`config.mk`:
```
export PLATFORM = sky130hd
export DESIGN_NAME = riscv_wb
export DESIGN_NICKNAME = d
export VERILOG_FILES = /design/src/rtl/riscv_wb.sv
export SDC_FILE = /design/constraint.sdc
export NUM_CORES = 1
export LEC_CHECK = 0
export ABC_AREA = 1
export CAP_MARGIN = 25
export CORE_MARGIN = 2
export CORE_UTILIZATION = 54
export DETAILED_ROUTE_END_ITERATION = 10
export HOLD_SLACK_MARGIN = 0.15
export PLACE_DENSITY = 0.86
export SLEW_MARGIN = 30
export SYNTH_ARGS = -nofsm -noshare
export SYNTH_HDL_FRONTEND = slang
export SYNTH_SLANG_ARGS = --single-unit
```
`constraint.sdc`:
```
create_clock -name clk -period 2.9 [get_ports clk]
set_input_delay 0.29 -clock clk [delete_from_list [all_inputs] [get_ports clk]]
set_output_delay 0.29 -clock clk [all_outputs]
set_load 0.01 [all_outputs]
```
`src/rtl/riscv_wb.sv`:
```
// Writeback stage: buffers {rd, data} results in a 2-deep FIFO and drains them into the register file.
// Latency: one cycle minimum from accept to the register-file write. Bypass taps the youngest buffered entry.
// Backpressure: ack drops when both entries are full or a flush is in progress. wb_rf_busy stalls the drain.
//
// Ports:
//   clk, rstn                                  clock, asynchronous active-low reset
//   mem_wb_rdy/ack, mem_wb_rd, mem_wb_data     result handshake from the memory stage
//   wb_flush                                   drop every buffered result
//   wb_rf_busy                                 register-file write port unavailable this cycle
//   wb_rf_we/addr/data                         register-file write port
//   wb_fwd_vld/rd/data                         bypass from the youngest buffered result
//   wb_instret                                 64-bit count of retired results
module riscv_wb (
  input  logic        clk,
  input  logic        rstn,
  input  logic        mem_wb_rdy,
  output logic        mem_wb_ack,
  input  logic [31:0] mem_wb_data,
  input  logic [4:0]  mem_wb_rd,
  input  logic        wb_flush,
  input  logic        wb_rf_busy,
  output logic        wb_rf_we,
  output logic [4:0]  wb_rf_addr,
  output logic [31:0] wb_rf_data,
  output logic        wb_fwd_vld,
  output logic [4:0]  wb_fwd_rd,
  output logic [31:0] wb_fwd_data,
  output logic [63:0] wb_instret
);

  typedef struct packed {
    logic [4:0]  rd;
    logic [31:0] data;
  } entry_t;

  entry_t      fifo_q [2];
  logic        wr_ptr_q;
  logic        rd_ptr_q;
  logic [1:0]  count_q;
  logic [63:0] instret_q;

  logic        push;
  logic        retire;
  logic        not_empty;
  logic [1:0]  count_d;
  entry_t      head;
  entry_t      youngest;

  assign not_empty = (count_q != 2'd0);
  assign head      = fifo_q[rd_ptr_q];
  // The youngest entry sits just behind the write pointer.
  assign youngest  = fifo_q[~wr_ptr_q];

  // Ack depends only on registered occupancy and the flush, never on rdy.
  assign mem_wb_ack = (count_q != 2'd2) & ~wb_flush;
  assign push       = mem_wb_rdy & mem_wb_ack;
  assign retire     = not_empty & ~wb_rf_busy & ~wb_flush;

  always_comb begin
    wb_rf_we    = 1'b0;
    wb_rf_addr  = '0;
    wb_rf_data  = '0;
    wb_fwd_vld  = 1'b0;
    wb_fwd_rd   = '0;
    wb_fwd_data = '0;
    if (not_empty) begin
      wb_rf_addr = head.rd;
      wb_rf_data = head.data;
      // x0 entries retire silently: no write strobe.
      wb_rf_we   = retire & (head.rd != 5'd0);
      if (youngest.rd != 5'd0) begin
        wb_fwd_vld  = 1'b1;
        wb_fwd_rd   = youngest.rd;
        wb_fwd_data = youngest.data;
      end
    end
  end

  always_comb begin
    count_d = count_q;
    if (wb_flush) begin
      count_d = 2'd0;
    end else begin
      // A simultaneous push and retire leaves occupancy unchanged.
      case ({push, retire})
        2'b10:   count_d = count_q + 2'd1;
        2'b01:   count_d = count_q - 2'd1;
        default: count_d = count_q;
      endcase
    end
  end

  always_ff @(posedge clk or negedge rstn) begin
    if (!rstn) begin
      for (int i = 0; i < 2; i++) begin
        fifo_q[i] <= '0;
      end
      wr_ptr_q  <= 1'b0;
      rd_ptr_q  <= 1'b0;
      count_q   <= 2'd0;
      instret_q <= '0;
    end else begin
      count_q <= count_d;
      if (wb_flush) begin
        wr_ptr_q <= 1'b0;
        rd_ptr_q <= 1'b0;
      end else begin
        if (push) begin
          fifo_q[wr_ptr_q] <= '{rd: mem_wb_rd, data: mem_wb_data};
          wr_ptr_q         <= ~wr_ptr_q;
        end
        if (retire) begin
          rd_ptr_q  <= ~rd_ptr_q;
          instret_q <= instret_q + 64'd1;
        end
      end
    end
  end

  assign wb_instret = instret_q;

endmodule

```
==> reports/results.ini, run 1 <==
[run_status]
status = completed

[power]
intPower_uw = 5240
p_leak_uw = 0.00460
powerDensity_nw_per_um2 = 798
sequentialPowerShare_pct = 34.9
swShare_pct = 36.1
pwr-share-clk_pct = 23.9
irDropWorstVdd_uv = 419
p_switching_uw = 2960
combPwrFrac_pct = 41.2

[clock_tree]
path_clk_slew_ps = 60
clkLatencyLatePin_ps = 420
cts_tree = done
htreeDepth = 4
numClockSinks = 142
root_buffer = clkbuf_16
cts_buffers = 17
postCtsSetupBuffers = 0
cts_max_path_buffers = 2

[synthesis]
synth_top_area_share_pct = 46.0
synth_seq_cells = 142
synth_fp_nets = 1109
synth_area_per_cell_sq_um = 7.24
synthCells = 1066
synth_area_leaders = dfrtp_1, nand2_1, nor2_1
synth_flop_cell = dfrtp_1
yosysTopAreaCell = dfrtp_1
async_reset_ff_share_pct = 100
synth-edff-count = 0
syn-cell-area_sq_um = 7720
ys_seq_area_share_pct = 46.0
synth_cell_type_count = 28
synth_warnings = 0

[critical_path]
worstSetupPathType = reg -> out
cp.arrival_ps = 2400
reg2reg_slack_ps = 990
end_kind = primary output
cp-start-kind = register
cp_max_fo = 30
reg2reg_depth = 8
crit_required_ps = 2610
r2r-end = wb_instret[59]
r2r-start = count_q[1]

[cells_and_area]
layout-drive-gt1-share_pct = 5.18
layout_commonest_cell = nand2_1
layout.cells.non_filler = 1437
final_cell_area_sq_um = 10300
final_util_pct = 73.7
syn2layout_area_growth_pct = 33.1
layout_common_cells = nand2_1, clkdlybuf4s50_1, nor2_1
fin_nets = 1287

[drt]
wire_per_inst_um = 15.2
finalWirelength_mm = 21.8
ant_nets = 0
via_per_inst = 5.35
drtIter0Drc = 672
first_pass_iters = 5
drc_errors = 0
vias = 7692

[die]
initial_core_util_pct = 55.4
die_w_um = 124
rows = 43
dieArea_sq_um = 15300
coreArea_sq_um = 13900
fp.dieH_um = 124
ios = 183

[sta]
setup_viol = 0
fmax_ghz = 0.372
timing.hold.ws_ps = 443
setup_tns_ps = 0
worst_pin_slew_ps = 655
rsz0062_at_grt = false
maxSlewHeadroom_pct = 56.3
period_share_pct = 92.6
finalHoldViolations = 0
period_minus_slack_ps = 2690
finClkSkew_ps = 8.40
slew_violations = 0

[global_route]
antenna_found_initial = 1
overflow = 0
track_usage_pct = 29.8
grt_pass1_wl_mm = 35.0
grt_max_degree = 70
grt_pass1_vias = 7081

[worst_hold_path]
holdPathStages = 3
holdCritStartpoint = mem_wb_data[12]
min_to = fifo_q[49]
hold_class = in -> reg

[placement]
gp_congestion = 0.881
dpl-instance-area_sq_um = 9740
hpwl_mm = 15.7
place_inst = 1404
io_buffers = 182

[flow_run]
drv_cap = 0

[layer usage]
layer  GRT usage [%]  vias to the layer above  wire length (um)
met5               0                        -                 0
met4            10.4                        0               494
met3            6.78                       40              1880
met2            48.2                      314             10200
met1            39.8                     3607              9200
li1                -                     3731                 -
[sequential cells by signal, summed over array words and instances, names as in the netlist]
signal and cells:
count_q 2, fifo_q 74, wr_ptr_q 1, rd_ptr_q 1, wb_instret 64
[Yosys cell counts (7+ instances only)]
cell type  number
a21oi_1        64
buf_2          19
clkbuf_1       13
dfrtp_1       142
inv_1         112
nand2_1       315
nand3_1        42
nand4_1        27
nor2_1        156
nor2_2          7
nor2_4          7
nor3_1         12
o21ai_0        83
xnor2_1        21
xor2_1         21
[logic make-up after synthesis]
kind of cell | Yosys count | share of synthesized area (%)
buffers and inverters | 151 | 7.68
xor gates and xnor gates | 42 | 4.76
DFF | 142 | 46.0
AOI/OAI and AO/OA | 153 | 9.98
and+or+nand+nor | 577 | 31.4
adders and majority gates | 1 | 0.162
[power by group through the flow]
stage / Sequential [uW] / Clock (uW) / Combinational (uW)
after floorplan: 2780 / 0 / 1780
after global placement: 2860 / 0 / 3250
after detailed placement: 2880 / 0 / 3340
after CTS: 2850 / 1980 / 3380
after global routing: 2930 / 2070 / 3740
final: 2860 / 1960 / 3370
[metrics by stage]
step | total power [uW] | worst slack, ps
2_1_floorplan | 4570 | 1270
4_1_cts | 8210 | 135
6_report | 8200 | 214
5_1_grt | 8740 | 20.3
3_5_place_dp | 6220 | 576
3_3_place_gp | 6110 | 695
[worst max-delay path, stage by stage (launching register included)]
cell and delay [ps]:
dfrtp_2 470, inv_1 120, o21ai_0 250, nand4_1 150, o21ai_2 160, buf_6 250, nor2_1 80, clkdlybuf4s50_1 480
[worst max path at each step]
stage / startpoint / to / slack [ps] / cells after the start
detailed placement: wr_ptr_q / wb_fwd_data[13] / 580 / 7
CTS: wr_ptr_q / wb_fwd_data[13] / 130 / 7
global route: wr_ptr_q / wb_fwd_data[30] / 20 / 7
global placement: wr_ptr_q / wb_fwd_data[3] / 690 / 7
floorplan: wr_ptr_q / wb_fwd_vld / 1270 / 6
finish: wr_ptr_q / wb_fwd_data[13] / 210 / 7
[repair_timing]
item | CTS | global route
endpoints found under the setup margin | 0 | 30
hold buffers | 1 | 0
hold endpoints to repair | 66 | 0
gates resized for setup | 0 | 1
[layout make-up]
cell class,count,area [sq um]
fill,1071,3660
tap,180,225
multi-input combinational,773,3590
sequential,142,3560
timing repair buffer,197,1950
clock buffer,26,489
inverter,113,424
antenna,1,2.50
clock inverter,5,33.8
Power figures use the tool's default switching activity.
==> run 2, diff against run 1 <==
--- a/config.mk
+++ b/config.mk
@@ -6,7 +6,7 @@
 export NUM_CORES = 1
 export LEC_CHECK = 0
 export ABC_AREA = 1
-export CAP_MARGIN = 25
+export CAP_MARGIN = 20
 export CORE_MARGIN = 2
 export CORE_UTILIZATION = 54
 export DETAILED_ROUTE_END_ITERATION = 10
==> results of run 2 <==
No change in the layout: final DEF, timing and power equal those of run 1.
==> run 3, diff against run 2 <==
--- a/config.mk
+++ b/config.mk
@@ -8,10 +8,10 @@
 export ABC_AREA = 1
 export CAP_MARGIN = 20
 export CORE_MARGIN = 2
-export CORE_UTILIZATION = 54
+export CORE_UTILIZATION = 51
 export DETAILED_ROUTE_END_ITERATION = 10
 export HOLD_SLACK_MARGIN = 0.15
-export PLACE_DENSITY = 0.86
+export PLACE_DENSITY = 0.82
 export SLEW_MARGIN = 30
 export SYNTH_ARGS = -nofsm -noshare
 export SYNTH_HDL_FRONTEND = slang
==> constraint.sdc (replaced) <==
create_clock -name clk -period 2.7 [get_ports clk]
set_input_delay 0.27 -clock clk [delete_from_list [all_inputs] [get_ports clk]]
set_output_delay 0.27 -clock clk [all_outputs]
set_load 0.01 [all_outputs]
==> run 3 against run 2 <==
Effect of this change:
- non-clock buffer count stayed put
- worst hold slack got worse by 39 ps
- flip-flop and latch count unchanged
- clock power rose by 18%
- die area grew 5.7%
- sequential power up 7.3%
- first-iteration DRC count grew 20%
- final cell count up 0.21%
- critical endpoint is now wb_fwd_vld
- highest routed layer unchanged
==> reports/results.ini, run 3 (synthesized netlist as in run 1, its figures left out) <==
[drt]
drtIter0Drc = 809
first_pass_iters = 5
wl_met1_mm = 9.70
via_per_inst = 5.43
ant_nets = 0
vias = 7814
drc_errors = 0
wl_met2_mm = 10.5
wire_per_inst_um = 15.6
routed.top_layer = met4
finalWirelength_mm = 22.5
met3_length_mm = 1.84

[sta]
maxSlewHeadroom_pct = 56.0
fmax_ghz = 0.381
rsz0062_at_grt = true
timing.hold.ws_ps = 404
slew_violations = 0
finClkSkew_ps = 7.92
period_share_pct = 97.1
period_minus_slack_ps = 2620
finalHoldViolations = 0
worst_pin_slew_ps = 659
setup_viol = 0

[cells_and_area]
antenna_cells = 0
layout-drive-gt1-share_pct = 5.41
largest_reg_flops = 74
final_cell_area_sq_um = 10400
regMostFlops = fifo_q
layout_commonest_cell = nand2_1
final_util_pct = 71.0
fillers = 1186
layout_common_cells = nand2_1, clkdlybuf4s50_1, nor2_1
syn2layout_area_growth_pct = 34.7
layout.cells.non_filler = 1440
fin_nets = 1287

[clock_tree]
clkLatencyLatePin_ps = 430
cts_max_path_buffers = 2
path_clk_slew_ps = 60
numClockSinks = 142
cts_buffers = 17
cts_tree = done
htreeDepth = 4
root_buffer = clkbuf_16

[placement]
dpl-instance-area_sq_um = 9730
place_inst = 1405
gp_congestion = 0.877
hpwl_mm = 15.6
io_buffers = 182

[critical_path]
cp.arrival_ps = 2350
end_kind = primary output
crit_required_ps = 2430
cp-start-kind = register
cp_max_fo = 16
worstSetupPathType = reg -> out
r2r-start = count_q[1]
startpoint = wr_ptr_q

[die]
rows = 44
fp.dieH_um = 127
dieArea_sq_um = 16100
die_w_um = 127
coreArea_sq_um = 14600
ios = 183
initial_core_util_pct = 52.7

[global_route]
grt_pass1_vias = 7320
grt_max_degree = 67
antenna_found_initial = 0
track_usage_pct = 28.3
overflow = 0
grt_pass1_wl_mm = 36.3

[run_status]
status = completed

[power]
irDropWorstVdd_uv = 504
p_leak_uw = 0.00489
powerDensity_nw_per_um2 = 873

[flow_run]
drv_cap = 0

[worst_hold_path]
hold_class = in -> async

-- run 3: routing by layer --
metal	track usage [%]	up-vias
li1	-	3729
met1	38.9	3649
met2	45.5	388
met3	4.56	48
met4	11.0	0
met5	0	-
-- run 3: area by class of cell --
type                    instances  area (sq um)  share of cell area, %
multi-input cells             773          3590                   34.5
clock buffers                  25           495                   4.76
flip-flops and latches        142          3560                   34.2
repair buffers                197          2020                   19.4
clock inverters                 6          82.6                  0.794
inverters                     113           424                   4.08
well taps                     184           230                   2.21
-- run 3: worst max-delay path: stages (launching register included) --
cell and delay, ps:
dfrtp_2 480, o21ai_0 240, nand4_1 180, o21ai_4 250, clkbuf_16 230, inv_1 70
clkdlybuf4s50_1 470
-- run 3: metrics by stage --
step / setup slack [ps] / power (uW) / setup TNS [ps]
after floorplan: 1090 / 4910 / 0
after global placement: 576 / 6600 / 0
after detailed placement: 500 / 6700 / 0
after CTS: 52.4 / 9030 / 0
after global routing: -33.4 / 9630 / -43.9
final: 77.4 / 9090 / 0
-- run 3: worst paths after layout --
path,endpoint,slack (ps),cells past startpoint
min in group clk,fifo_q[62],410,3
worst max-delay path,wb_fwd_vld,80,6
worst max register to register,wb_instret[43],820,7
worst min-delay path,fifo_q[8],400,2
max in group asynchronous,fifo_q[16],1510,3
worst min register to register,fifo_q[50],500,2
-- run 3: power breakdown --
group / internal [uW] / switching [uW] / leakage (uW) / total, uW
clock: 1450 / 864 / 0.000283 / 2310
combinational: 1690 / 2010 / 0.00279 / 3710
sequential: 2710 / 356 / 0.00182 / 3070
total: 5850 / 3230 / 0.00489 / 9090
-- run 3: repair_timing --
action                                 in CTS  in global routing
gates resized for setup                     0                 19
setup endpoints to repair                   0                 33
setup buffers                               0                  2
endpoints found under the hold margin      64                  0
hold buffers                                1                  0
==> patch, RTL diff (config.mk and constraints of run 2) <==
Make the reset (`rstn`) synchronous in one clocked block. Comments in the files are not updated.
--- a/src/rtl/riscv_wb.sv
+++ b/src/rtl/riscv_wb.sv
@@ -90,7 +90,7 @@
     end
   end
 
-  always_ff @(posedge clk or negedge rstn) begin
+  always_ff @(posedge clk) begin
     if (!rstn) begin
       for (int i = 0; i < 2; i++) begin
         fifo_q[i] <= '0;
Function: differs if rstn is asserted again (counterexample within 4 cycles, from zero or initial values and one cycle with rstn low); with rstn held inactive, the same outputs for 4 cycles.
==> patch against run 2 <==
- die area rose by 3.3%
- cell area rose by 3.5%
- highest routed layer unchanged
- sequential cell count rose by 1
- global-route usage rose by 0.18 points
- routed wire length rose by 6.8%
- setup slack got worse by 0.12 ns
- area after synthesis rose by 3.4%
Power is not compared: it rests on default switching activity, and its combinational part moved more than twofold at a synthesized area within 25%.
==> patch: results (changes against run 2) <==
Critical path
  • Worst path max stage delay: 0.50 ns (was 0.48 ns)
  • Worst Setup SP: wr_ptr_q (unchanged)
  • Reg2reg start: count_q[0] (was count_q[1])
  • WP data arrival: 2.52 ns (was 2.40 ns)
  • Worst r2r path cells: 8 (unchanged)
  • CP max FO: 33 (was 30)
  • Crit-path slowest cell: clkdlybuf4s50_1 (unchanged)
  • CP top delay family: buffers and inverters (unchanged)

Cells and area
  • Layout cells sized above 1: 6.18% (was 5.18%)
  • Fin nets: 1373 (was 1287)
  • Max reg flops: 74 (unchanged)
  • ANT cells: 0 (was 1)

Global routing
  • Initial antenna violation count: 0 (was 1)
  • Met3 Usage GRT: 6.20% (was 6.78%)
  • Largest net degree at the start of global routing: 48 (was 70)
  • GRT Resource Usage Total: 30.0% (was 29.8%)
  • Met1 Use GR: 36.6% (was 39.8%)
  • M2 GR Usage: 51.4% (was 48.2%)
  • Wire length of the first global-routing pass: 38000 µm (was 35000 µm)
  • Vias in the first global route: 7842 (was 7081)

Timing
  • Clock skew: 0.00957 ns (was 0.00840 ns)
  • Relative slew margins: 47.1% (was 56.3%)

Worst hold path
  • Min-delay src: rstn (was mem_wb_data[12])
  • Hold crit path type: in -> reg (unchanged)

Clock network
  • H-tree depth: 4 (unchanged)
  • Clock Latency Late Sink: 0.43 ns
  • Clk slew on worst S/H paths: 0.06 ns (about the same)
  • CTS Root Cell: clkbuf_16 (unchanged)
  • Num CTS Buffers: 17 (unchanged)
  • Post-CTS Resized: 0 (unchanged)
  • Max clock buf depth: 2 (unchanged)
  • Postcts setup bufs: 0 (unchanged)

Synth
  • Yosys warnings: 0 (unchanged)
  • Netlist cell types: 37 (was 28)
  • Async SR Flop Fraction: 0% (was 100%)
  • Dominant cells by area after synthesis: edfxtp_1 28%, dfxtp_1 17%, nand2_1 16% (was dfrtp_1 46%, nand2_1 15%, nor2_1 7.6%)
  • Synthesized Nets: 1200 (was 1109)
  • Post-synth EDFFs: 74 (was 0)
  • Post-synth top cells: 332 x nand2_1, 243 x nor2_1, 141 x inv_1 (was 315 x nand2_1, 156 x nor2_1, 142 x dfrtp_1)
  • Sequential share of the synthesized area: 45.1% (was 46.0%)

Placed design
  • Post-Place Worst Slack: 0.538 ns (was 0.576 ns)
  • GP Congestion: 0.918 (was 0.881)
  • DP Wirelength: 16700 µm (was 15700 µm)
  • Port bufs: 182 (unchanged)
  • Placed cell area: 0.00995 mm² (was 0.00974 mm²)

Routing
  • DR iter-0 viols: 680 (was 672)
  • Vias: 8262 (was 7692)
  • M1 WL: 9270 µm (was 9200 µm)
  • Met3 wire len: 2080 µm (was 1880 µm)
  • Drt pass-1 iters: 7 (was 5)
  • Wire length per cell after detailed routing: 15.2 µm (about the same)
  • Top layer reached by signal wires: met4 (unchanged)
  • Met2 wire len: 11200 µm (was 10200 µm)

Run status
  • Status: complete, no violations (unchanged)

Pwr
  • Int Power: 3.96 mW
patch: cell types whose count changed after synthesis, sizes merged, moves of 7 or more:
cell,before,now
nand2,318,340
a21oi,64,92
nor2,170,259
dfrtp,142,0
dfxtp,0,69
clkbuf,15,23
edfxtp,0,74
buf,23,16
xor2,21,3
inv,113,146
xnor2,21,3
o21ai,88,26
patch: area by class of cell:
type / instances / area [µm²]
Clock buffer: 26 / 576
Clock inverter: 6 / 111
Fill cell: 1104 / 3840
Inverter: 148 / 556
Multi-Input combinational cell: 826 / 3650
Sequential cell: 143 / 3600
Tap cell: 184 / 230
Timing Repair Buffer: 193 / 1920
patch: stage by stage:
stage	util [%]	std cells	hold WS, ns	total power, mW
finish	73.5	1526	0.452	5.01
global route	73.5	1526	0.490	5.15
CTS	73.4	1526	0.451	5.02
detailed placement	68.7	1494	0.473	2.58
global placement	68.7	1494	0.456	2.56
floorplan	-	1156	0.447	2.42
patch: cells by family after synthesis:
kind of cell               count (synthesis)  share of synthesized area (%)
buffers and inverters                    187                           9.23
adders and majority gates                  2                          0.313
and+or+nand+nor                          695                           36.7
AOI/OAI and AO/OA                        123                           7.94
xor gates and xnor gates                   6                          0.658
DFF                                      143                           45.1
patch: power groups by stage:
stage / Sequential [mW] / Combinational [mW] / Clock (mW)
after floorplan: 2.25 / 0.165 / 0
after global placement: 2.26 / 0.306 / 0
after detailed placement: 2.26 / 0.314 / 0
after CTS: 2.22 / 0.317 / 2.49
after global routing: 2.23 / 0.347 / 2.58
final: 2.22 / 0.318 / 2.48
patch: worst paths after layout:
check              endpoint  slack [ns]
max          wb_fwd_data[8]        0.09
min reg2reg            flop        0.48
max reg2reg  wb_instret[60]        0.93
min          wb_instret[62]        0.45
patch: worst min-delay path: stages:
cell,delay (ns)
buf_2,0.14
clkinv_1,0.33
nor2_1,0.09
